[src/rtl/parameter_pkg.sv]
// Shared widths, tag constants and per-entry state for the reservation-station issue logic.
package parameter_pkg;

   localparam int PHYS_REG_W = 7;
   localparam logic [PHYS_REG_W-1:0] PHY_ZERO = '0;

   typedef enum logic [1:0] {
      RS_ALU = 2'd0,
      RS_LSU = 2'd1,
      RS_BRU = 2'd2
   } rs_type_e;

   typedef struct packed {
      logic                  valid;
      logic                  in_flight;
      logic                  s1_rdy;
      logic                  s2_rdy;
      logic [PHYS_REG_W-1:0] s1_tag;
      logic [PHYS_REG_W-1:0] s2_tag;
   } rs_entry_state_t;

   // PHY_ZERO is always dispatched ready, so a broadcast of it never counts as a wakeup.
   function automatic logic wb_hit(input logic [PHYS_REG_W-1:0] tag,
                                   input logic                  v0,
                                   input logic [PHYS_REG_W-1:0] t0,
                                   input logic                  v1,
                                   input logic [PHYS_REG_W-1:0] t1);
      return (tag != PHY_ZERO) && ((v0 && (tag == t0)) || (v1 && (tag == t1)));
   endfunction

endpackage

[src/rtl/rs_issue_select_if.sv]
// Dispatch, writeback and issue signals between a reservation station and its issue selector.
// Handshake: the selection transfers on a cycle where issue_valid && issue_ready; issue_valid and issue_idx hold while stalled.
interface rs_issue_select_if #(parameter int NUM_RS_ENTRIES = 8);
   import parameter_pkg::*;

   localparam int IDX_W = $clog2(NUM_RS_ENTRIES);

   logic                  alloc_valid_0;
   logic                  alloc_valid_1;
   logic [IDX_W-1:0]      alloc_idx_0;
   logic [IDX_W-1:0]      alloc_idx_1;
   logic [PHYS_REG_W-1:0] alloc_src1_tag_0;
   logic [PHYS_REG_W-1:0] alloc_src2_tag_0;
   logic [PHYS_REG_W-1:0] alloc_src1_tag_1;
   logic [PHYS_REG_W-1:0] alloc_src2_tag_1;
   logic                  alloc_src1_rdy_0;
   logic                  alloc_src2_rdy_0;
   logic                  alloc_src1_rdy_1;
   logic                  alloc_src2_rdy_1;
   logic                  wb_valid_0;
   logic                  wb_valid_1;
   logic [PHYS_REG_W-1:0] wb_tag_0;
   logic [PHYS_REG_W-1:0] wb_tag_1;
   logic                  issue_valid;
   logic                  issue_ready;
   logic [IDX_W-1:0]      issue_idx;
   logic                  issue_free_valid;
   logic [IDX_W:0]        issue_free;
   logic [IDX_W:0]        num_occupied;

   modport master (
      output alloc_valid_0, alloc_valid_1, alloc_idx_0, alloc_idx_1,
             alloc_src1_tag_0, alloc_src2_tag_0, alloc_src1_tag_1, alloc_src2_tag_1,
             alloc_src1_rdy_0, alloc_src2_rdy_0, alloc_src1_rdy_1, alloc_src2_rdy_1,
             wb_valid_0, wb_valid_1, wb_tag_0, wb_tag_1, issue_ready,
      input  issue_valid, issue_idx, issue_free_valid, issue_free, num_occupied
   );

   modport slave (
      input  alloc_valid_0, alloc_valid_1, alloc_idx_0, alloc_idx_1,
             alloc_src1_tag_0, alloc_src2_tag_0, alloc_src1_tag_1, alloc_src2_tag_1,
             alloc_src1_rdy_0, alloc_src2_rdy_0, alloc_src1_rdy_1, alloc_src2_rdy_1,
             wb_valid_0, wb_valid_1, wb_tag_0, wb_tag_1, issue_ready,
      output issue_valid, issue_idx, issue_free_valid, issue_free, num_occupied
   );

endinterface

[src/rtl/rs_age_select.sv]
// Combinational oldest-ready picker: grants the candidate that has no older candidate.
module rs_age_select #(
   parameter int N = 8
) (
   input  logic [N-1:0]         cand,
   input  logic [N-1:0][N-1:0]  older,
   output logic [N-1:0]         grant,
   output logic [$clog2(N)-1:0] grant_idx,
   output logic                 grant_any
);

   always_comb begin
      grant     = '0;
      grant_idx = '0;
      for (int i = 0; i < N; i++) begin
         grant[i] = cand[i] && ((older[i] & cand) == '0);
      end
      // The age matrix is a strict order over valid entries, so grant is one-hot.
      for (int i = 0; i < N; i++) begin
         if (grant[i]) grant_idx = grant_idx | $clog2(N)'(i);
      end
      grant_any = |grant;
   end

endmodule

[src/rtl/rs_issue_select.sv]
// Issue scheduler for one reservation station: wakeup, oldest-ready select, issue register
// and slot release back to the free-slot allocator.
module rs_issue_select
   import parameter_pkg::*;
#(
   parameter int NUM_RS_ENTRIES = 8,
   parameter int TYPE           = 0
) (
   input logic         clk,
   input logic         rst,
   input logic         flush,
   rs_issue_select_if.slave bus
);

   localparam int N     = NUM_RS_ENTRIES;
   localparam int IDX_W = $clog2(N);
   localparam int CNT_W = IDX_W + 1;

   if ((N < 2) || ((N & (N - 1)) != 0)) begin : g_bad_n
      $error("rs_issue_select: NUM_RS_ENTRIES must be a power of two >= 2");
   end
   if ((TYPE != int'(RS_ALU)) && (TYPE != int'(RS_LSU)) && (TYPE != int'(RS_BRU))) begin : g_bad_type
      $error("rs_issue_select: unknown TYPE");
   end

   rs_entry_state_t        ent_q [N];
   rs_entry_state_t        ent_d [N];
   logic [N-1:0][N-1:0]    older_q, older_d;
   logic                   issue_valid_q, issue_valid_d;
   logic [IDX_W-1:0]       issue_idx_q, issue_idx_d;

   logic [N-1:0]           valid_mask, cand, grant, oh0, oh1;
   logic [IDX_W-1:0]       sel_idx;
   logic                   sel_any, fire, load_en, alloc_conflict;

   function automatic logic hit(input logic [PHYS_REG_W-1:0] tag);
      return wb_hit(tag, bus.wb_valid_0, bus.wb_tag_0, bus.wb_valid_1, bus.wb_tag_1);
   endfunction

   always_comb begin
      valid_mask = '0;
      cand       = '0;
      for (int i = 0; i < N; i++) begin
         valid_mask[i] = ent_q[i].valid;
         cand[i]       = ent_q[i].valid && !ent_q[i].in_flight && ent_q[i].s1_rdy && ent_q[i].s2_rdy;
      end
   end

   rs_age_select #(.N(N)) u_age_select (
      .cand      (cand),
      .older     (older_q),
      .grant     (grant),
      .grant_idx (sel_idx),
      .grant_any (sel_any)
   );

   assign fire    = issue_valid_q && bus.issue_ready && !flush;
   assign load_en = !issue_valid_q || fire;
   assign oh0     = {{(N-1){1'b0}}, 1'b1} << bus.alloc_idx_0;
   assign oh1     = {{(N-1){1'b0}}, 1'b1} << bus.alloc_idx_1;

   always_comb begin
      ent_d   = ent_q;
      older_d = older_q;
      if (flush) begin
         for (int i = 0; i < N; i++) begin
            ent_d[i].valid     = 1'b0;
            ent_d[i].in_flight = 1'b0;
         end
      end else begin
         for (int i = 0; i < N; i++) begin
            if (ent_q[i].valid && hit(ent_q[i].s1_tag)) ent_d[i].s1_rdy = 1'b1;
            if (ent_q[i].valid && hit(ent_q[i].s2_tag)) ent_d[i].s2_rdy = 1'b1;
            if (load_en && grant[i]) ent_d[i].in_flight = 1'b1;
         end
         if (fire) begin
            ent_d[issue_idx_q].valid     = 1'b0;
            ent_d[issue_idx_q].in_flight = 1'b0;
         end
         if (bus.alloc_valid_0) begin
            ent_d[bus.alloc_idx_0] = '{valid: 1'b1, in_flight: 1'b0,
                                       s1_rdy: bus.alloc_src1_rdy_0 | hit(bus.alloc_src1_tag_0),
                                       s2_rdy: bus.alloc_src2_rdy_0 | hit(bus.alloc_src2_tag_0),
                                       s1_tag: bus.alloc_src1_tag_0, s2_tag: bus.alloc_src2_tag_0};
            for (int r = 0; r < N; r++) older_d[r][bus.alloc_idx_0] = 1'b0;
         end
         if (bus.alloc_valid_1) begin
            ent_d[bus.alloc_idx_1] = '{valid: 1'b1, in_flight: 1'b0,
                                       s1_rdy: bus.alloc_src1_rdy_1 | hit(bus.alloc_src1_tag_1),
                                       s2_rdy: bus.alloc_src2_rdy_1 | hit(bus.alloc_src2_tag_1),
                                       s1_tag: bus.alloc_src1_tag_1, s2_tag: bus.alloc_src2_tag_1};
            for (int r = 0; r < N; r++) older_d[r][bus.alloc_idx_1] = 1'b0;
         end
         // Rows are written after the column clears so a dual alloc orders slot 0 before slot 1.
         if (bus.alloc_valid_0) older_d[bus.alloc_idx_0] = valid_mask & ~oh0;
         if (bus.alloc_valid_1)
            older_d[bus.alloc_idx_1] = (valid_mask | (bus.alloc_valid_0 ? oh0 : '0)) & ~oh1;
      end
   end

   always_comb begin
      issue_valid_d = issue_valid_q;
      issue_idx_d   = issue_idx_q;
      if (flush) begin
         issue_valid_d = 1'b0;
         issue_idx_d   = '0;
      end else if (load_en) begin
         issue_valid_d = sel_any;
         if (sel_any) issue_idx_d = sel_idx;
      end
   end

   always_ff @(posedge clk or posedge rst) begin
      if (rst) begin
         for (int i = 0; i < N; i++) ent_q[i] <= '0;
         older_q       <= '0;
         issue_valid_q <= 1'b0;
         issue_idx_q   <= '0;
      end else begin
         ent_q         <= ent_d;
         older_q       <= older_d;
         issue_valid_q <= issue_valid_d;
         issue_idx_q   <= issue_idx_d;
      end
   end

   assign bus.issue_valid      = issue_valid_q;
   assign bus.issue_idx        = issue_idx_q;
   assign bus.issue_free_valid = fire;
   assign bus.issue_free       = {1'b0, issue_idx_q};
   assign bus.num_occupied     = CNT_W'($countones(valid_mask));

   always_comb begin
      alloc_conflict = !flush &&
                       ((bus.alloc_valid_0 && ent_q[bus.alloc_idx_0].valid) ||
                        (bus.alloc_valid_1 && ent_q[bus.alloc_idx_1].valid) ||
                        (bus.alloc_valid_0 && bus.alloc_valid_1 && (bus.alloc_idx_0 == bus.alloc_idx_1)));
   end

   a_no_alloc_into_valid: assert property (@(posedge clk) disable iff (rst) !alloc_conflict)
      else $error("rs_issue_select: allocation into an occupied slot");

endmodule

[src/flat_wrapper.sv]
// flat-port wrapper written by rule: the top's interface ports become plain ports
module rs_issue_select_flat import parameter_pkg::*;
#(
   parameter int NUM_RS_ENTRIES = 8,
   parameter int TYPE           = 0
)
  (clk, rst, flush, bus_alloc_valid_0, bus_alloc_valid_1, bus_alloc_idx_0, bus_alloc_idx_1, bus_alloc_src1_tag_0, bus_alloc_src2_tag_0, bus_alloc_src1_tag_1, bus_alloc_src2_tag_1, bus_alloc_src1_rdy_0, bus_alloc_src2_rdy_0, bus_alloc_src1_rdy_1, bus_alloc_src2_rdy_1, bus_wb_valid_0, bus_wb_valid_1, bus_wb_tag_0, bus_wb_tag_1, bus_issue_ready, bus_issue_valid, bus_issue_idx, bus_issue_free_valid, bus_issue_free, bus_num_occupied);
  rs_issue_select_if #(.NUM_RS_ENTRIES(NUM_RS_ENTRIES)) bus_i ();
  input logic clk;
  input logic rst;
  input logic flush;
  input wire logic [$bits(bus_i.alloc_valid_0)-1:0] bus_alloc_valid_0;
  input wire logic [$bits(bus_i.alloc_valid_1)-1:0] bus_alloc_valid_1;
  input wire logic [$bits(bus_i.alloc_idx_0)-1:0] bus_alloc_idx_0;
  input wire logic [$bits(bus_i.alloc_idx_1)-1:0] bus_alloc_idx_1;
  input wire logic [$bits(bus_i.alloc_src1_tag_0)-1:0] bus_alloc_src1_tag_0;
  input wire logic [$bits(bus_i.alloc_src2_tag_0)-1:0] bus_alloc_src2_tag_0;
  input wire logic [$bits(bus_i.alloc_src1_tag_1)-1:0] bus_alloc_src1_tag_1;
  input wire logic [$bits(bus_i.alloc_src2_tag_1)-1:0] bus_alloc_src2_tag_1;
  input wire logic [$bits(bus_i.alloc_src1_rdy_0)-1:0] bus_alloc_src1_rdy_0;
  input wire logic [$bits(bus_i.alloc_src2_rdy_0)-1:0] bus_alloc_src2_rdy_0;
  input wire logic [$bits(bus_i.alloc_src1_rdy_1)-1:0] bus_alloc_src1_rdy_1;
  input wire logic [$bits(bus_i.alloc_src2_rdy_1)-1:0] bus_alloc_src2_rdy_1;
  input wire logic [$bits(bus_i.wb_valid_0)-1:0] bus_wb_valid_0;
  input wire logic [$bits(bus_i.wb_valid_1)-1:0] bus_wb_valid_1;
  input wire logic [$bits(bus_i.wb_tag_0)-1:0] bus_wb_tag_0;
  input wire logic [$bits(bus_i.wb_tag_1)-1:0] bus_wb_tag_1;
  input wire logic [$bits(bus_i.issue_ready)-1:0] bus_issue_ready;
  output wire logic [$bits(bus_i.issue_valid)-1:0] bus_issue_valid;
  output wire logic [$bits(bus_i.issue_idx)-1:0] bus_issue_idx;
  output wire logic [$bits(bus_i.issue_free_valid)-1:0] bus_issue_free_valid;
  output wire logic [$bits(bus_i.issue_free)-1:0] bus_issue_free;
  output wire logic [$bits(bus_i.num_occupied)-1:0] bus_num_occupied;
  assign bus_i.alloc_valid_0 = bus_alloc_valid_0;
  assign bus_i.alloc_valid_1 = bus_alloc_valid_1;
  assign bus_i.alloc_idx_0 = bus_alloc_idx_0;
  assign bus_i.alloc_idx_1 = bus_alloc_idx_1;
  assign bus_i.alloc_src1_tag_0 = bus_alloc_src1_tag_0;
  assign bus_i.alloc_src2_tag_0 = bus_alloc_src2_tag_0;
  assign bus_i.alloc_src1_tag_1 = bus_alloc_src1_tag_1;
  assign bus_i.alloc_src2_tag_1 = bus_alloc_src2_tag_1;
  assign bus_i.alloc_src1_rdy_0 = bus_alloc_src1_rdy_0;
  assign bus_i.alloc_src2_rdy_0 = bus_alloc_src2_rdy_0;
  assign bus_i.alloc_src1_rdy_1 = bus_alloc_src1_rdy_1;
  assign bus_i.alloc_src2_rdy_1 = bus_alloc_src2_rdy_1;
  assign bus_i.wb_valid_0 = bus_wb_valid_0;
  assign bus_i.wb_valid_1 = bus_wb_valid_1;
  assign bus_i.wb_tag_0 = bus_wb_tag_0;
  assign bus_i.wb_tag_1 = bus_wb_tag_1;
  assign bus_i.issue_ready = bus_issue_ready;
  assign bus_issue_valid = bus_i.issue_valid;
  assign bus_issue_idx = bus_i.issue_idx;
  assign bus_issue_free_valid = bus_i.issue_free_valid;
  assign bus_issue_free = bus_i.issue_free;
  assign bus_num_occupied = bus_i.num_occupied;
  rs_issue_select #(.NUM_RS_ENTRIES(NUM_RS_ENTRIES), .TYPE(TYPE)) u_core (.clk(clk), .rst(rst), .flush(flush), .bus(bus_i));
endmodule
[config.mk]
export PLATFORM = sky130hd
export DESIGN_NAME = rs_issue_select_flat
export DESIGN_NICKNAME = d
export VERILOG_FILES = /design/src/rtl/parameter_pkg.sv /design/src/rtl/rs_issue_select_if.sv /design/src/rtl/rs_age_select.sv /design/src/rtl/rs_issue_select.sv /design/src/flat_wrapper.sv
export SDC_FILE = /design/constraint.sdc
export NUM_CORES = 1
export LEC_CHECK = 0
export CAP_MARGIN = 20
export CORE_MARGIN = 4
export CORE_UTILIZATION = 60
export DETAILED_ROUTE_END_ITERATION = 10
export PLACE_DENSITY = 0.79
export SLEW_MARGIN = 20
export SYNTH_ARGS = -nofsm -noshare
export SYNTH_HDL_FRONTEND = slang
export SYNTH_SLANG_ARGS = --single-unit
[constraint.sdc]
create_clock -name clk -period 14.7 [get_ports clk]
set_input_delay 2.94 -clock clk [delete_from_list [all_inputs] [get_ports clk]]
set_output_delay 2.94 -clock clk [all_outputs]
set_load 0.05 [all_outputs]
==> results_dict.tcl <==
set metrics [dict create \
    finalWeightedCongestion 1.01 \
    status "finished clean" \
    synth_top_area_share_pct 34.5 \
    mostFrequentLayoutCell "nand2_1" \
    finalMaxSlewViolations 0 \
    max_freq_mhz 135 \
    drt_first_pass_iters 7 \
    port_buffers 71 \
    fin_tns_setup_ps 0 \
    drt_iter0_drc 2627 \
    post_drt_wl_per_cell_um 25.9 \
    synth_top_area_cell "dfrtp_1" \
    finalWirelength_mm 56.8 \
    num_antenna_cells 0 \
    reg2reg_depth 7 \
    synthArstFlopShare_pct 100 \
    grt_overflow 0 \
    p_leak_nw 6.70 \
    syn_to_final_growth_pct 8.83 \
    synth_nets 1952 \
    p_per_area_nw_per_um2 120 \
    grt_usage_pct 39.0 \
    relSlewSlack_pct 25.7 \
    period_minus_slack_ps 7380 \
    cp-start-kind "input pin" \
    grt_pass1_vias 14900 \
    final-instance-count-excl-fill 2191 \
    placed_area_um2 15900 \
    ys_seq_area_share_pct 34.5 \
    postSynthAreaPerCell_um2 8.17 \
    grt_max_degree 134 \
    tightest_slew_ps 1100 \
    crit_arrival_ps 4440 \
    yosysUniqueCellTypes 67 \
    crit_path_end_kind "output port" \
    worstPathRequired_ps 11760 \
    cts_made_buffers 25 \
    num_vias 15400 \
    final_cell_mix "nand2_1, nor2_1, dfrtp_1" \
    setup_violations 0 \
    synth_seq_cells 212 \
    hold_violations 0 \
    cts_resized 0 \
    viasPerCell 7.05 \
    ys_top_cells_by_area "dfrtp_1, xor2_1, nand2_1" \
    hp-class "flip-flop to flip-flop" \
    worst_clock_skew_ps 23.2 \
    clock-sinks 212 \
    hold_buffers 0 \
    synth_edf_count 0 \
    hold_depth 1 \
    pre_cts_slack_ps 7320 \
    cts_max_level 1 \
    drive_gt1_share_pct 5.91 \
    die_h_um 168 \
    dpl.hpwl_mm 35.5 \
    setup_ws_ps 7320 \
    ios 73 \
    rows 58 \
    crit_type "input pin to output port" \
    synthFlopType "dfrtp_1" \
    drc 0 \
    clock_latency_ps 540 \
    ys_warn_count 0 \
    maxCapViolCount 0 \
    period_share_pct 50.2 \
    ir_worst_vdd_uv 92.3 \
    grt_setup_unrepaired "false" \
    cts_root_buf "clkbuf_16" \
    p_total_mw 2.01 \
    postSynthCellCount 1882 \
    stdcell_area_um2 16700 \
    floorplan.initialDensity_pct 61.0 \
    dp_cells 2146 \
    cts_tree "done" \
    coreArea_um2 25200 \
    die_w_um 168 \
    layout.nets 1913 \
    ant_nets 0 \
    post-cts-setup-buffers 0 \
    grt_antenna_before_repair 0 \
    cts_buffer_depth 3 \
    synthesis.area_um2 15400 \
    grt_pass1_wl_mm 86.2 \
    worstPathMaxFanout 4 \
    die_area_um2 28200 \
    path_clk_slew_ps 60 \
]
[path summary, 6_finish.rpt]
check	slack [ps]	to	start
max reg2reg	11780	u_core.bus.issue_idx[0]	u_core.ent_q[143]
min reg2reg	500	u_core.older_q[45]	u_core.older_q[45]
min in group asynchronous	2970	u_core.older_q[45]	rst
min	500	u_core.older_q[45]	u_core.older_q[45]
max in group asynchronous	10370	u_core.ent_q[92]	rst
max	7320	bus_issue_free_valid	bus_issue_ready
[layout make-up]
type / instances / area (um2)
multi-input combinational: 1489 / 9160
fill: 2094 / 8460
sequential: 212 / 5310
timing repair buffer: 109 / 1000
clock buffer: 39 / 748
tap: 330 / 413
clock inverter: 6 / 62.6
inverter: 6 / 30.0
[per-layer routing]
| metal | vias to the layer above | part of all wire [%] | GRT usage (%) |
|---|---|---|---|
| li1 | 6586 | - | - |
| met1 | 7313 | 36 | 49.6 |
| met2 | 1230 | 43 | 59.8 |
| met3 | 312 | 14 | 11.0 |
| met4 | 0 | 7.2 | 22.2 |
| met5 | - | 0 | 0 |
[report_power, final]
group	internal, mW	total [mW]	switching, mW
Combinational	0.235	0.531	0.296
Clock	0.366	0.619	0.253
Sequential	0.706	0.856	0.150
[cell families after synthesis]
family	synth area share (%)
buffers and inverters	5.98
xor gates and xnor gates	16.0
AOI/OAI and AO/OA	20.0
DFF	34.5
and+or+nand+nor	22.4
other	0.0244
adders and majority gates	1.01
muxes	0.0651
[state kept, by name, indices dropped and copies added (netlist names)]
name                    flops
u_core.bus.issue_valid      1
u_core.bus.issue_idx        3
u_core.ent_q              144
u_core.older_q             64
[Yosys cell counts (8+ instances only)]
| master | count |
|---|---|
| nand2_1 | 301 |
| nor2_1 | 245 |
| dfrtp_1 | 212 |
| xor2_1 | 204 |
| a31oi_1 | 117 |
| a21oi_1 | 97 |
| buf_2 | 80 |
| xnor2_1 | 76 |
| clkbuf_1 | 54 |
| nand4_1 | 48 |
| o22a_1 | 41 |
| nor4_1 | 40 |
| buf_4 | 32 |
| a22oi_1 | 29 |
| o21ai_0 | 24 |
| nor3_1 | 20 |
| o221ai_1 | 19 |
| a211oi_1 | 18 |
| o31ai_1 | 17 |
| nor2b_1 | 16 |
| o41ai_1 | 14 |
| or4_1 | 14 |
| a311oi_1 | 12 |
| a21o_1 | 11 |
| and4b_1 | 11 |
| a221oi_1 | 9 |
| o22ai_1 | 9 |
| nand2b_1 | 8 |
| nand3_1 | 8 |
[metrics by stage]
step	util [%]	hold WS (ps)
3_3_place_gp	63.1	475
5_1_grt	66.4	515
2_1_floorplan	-	454
4_1_cts	66.4	499
3_5_place_dp	63.2	482
6_report	66.4	503
[critical path, stage by stage]
cell and delay (ps):
clkdlybuf4s50_1 460, nand2b_1 100, nor2_1 130, clkdlybuf4s50_1 820
Power figures use the tool's default switching activity.
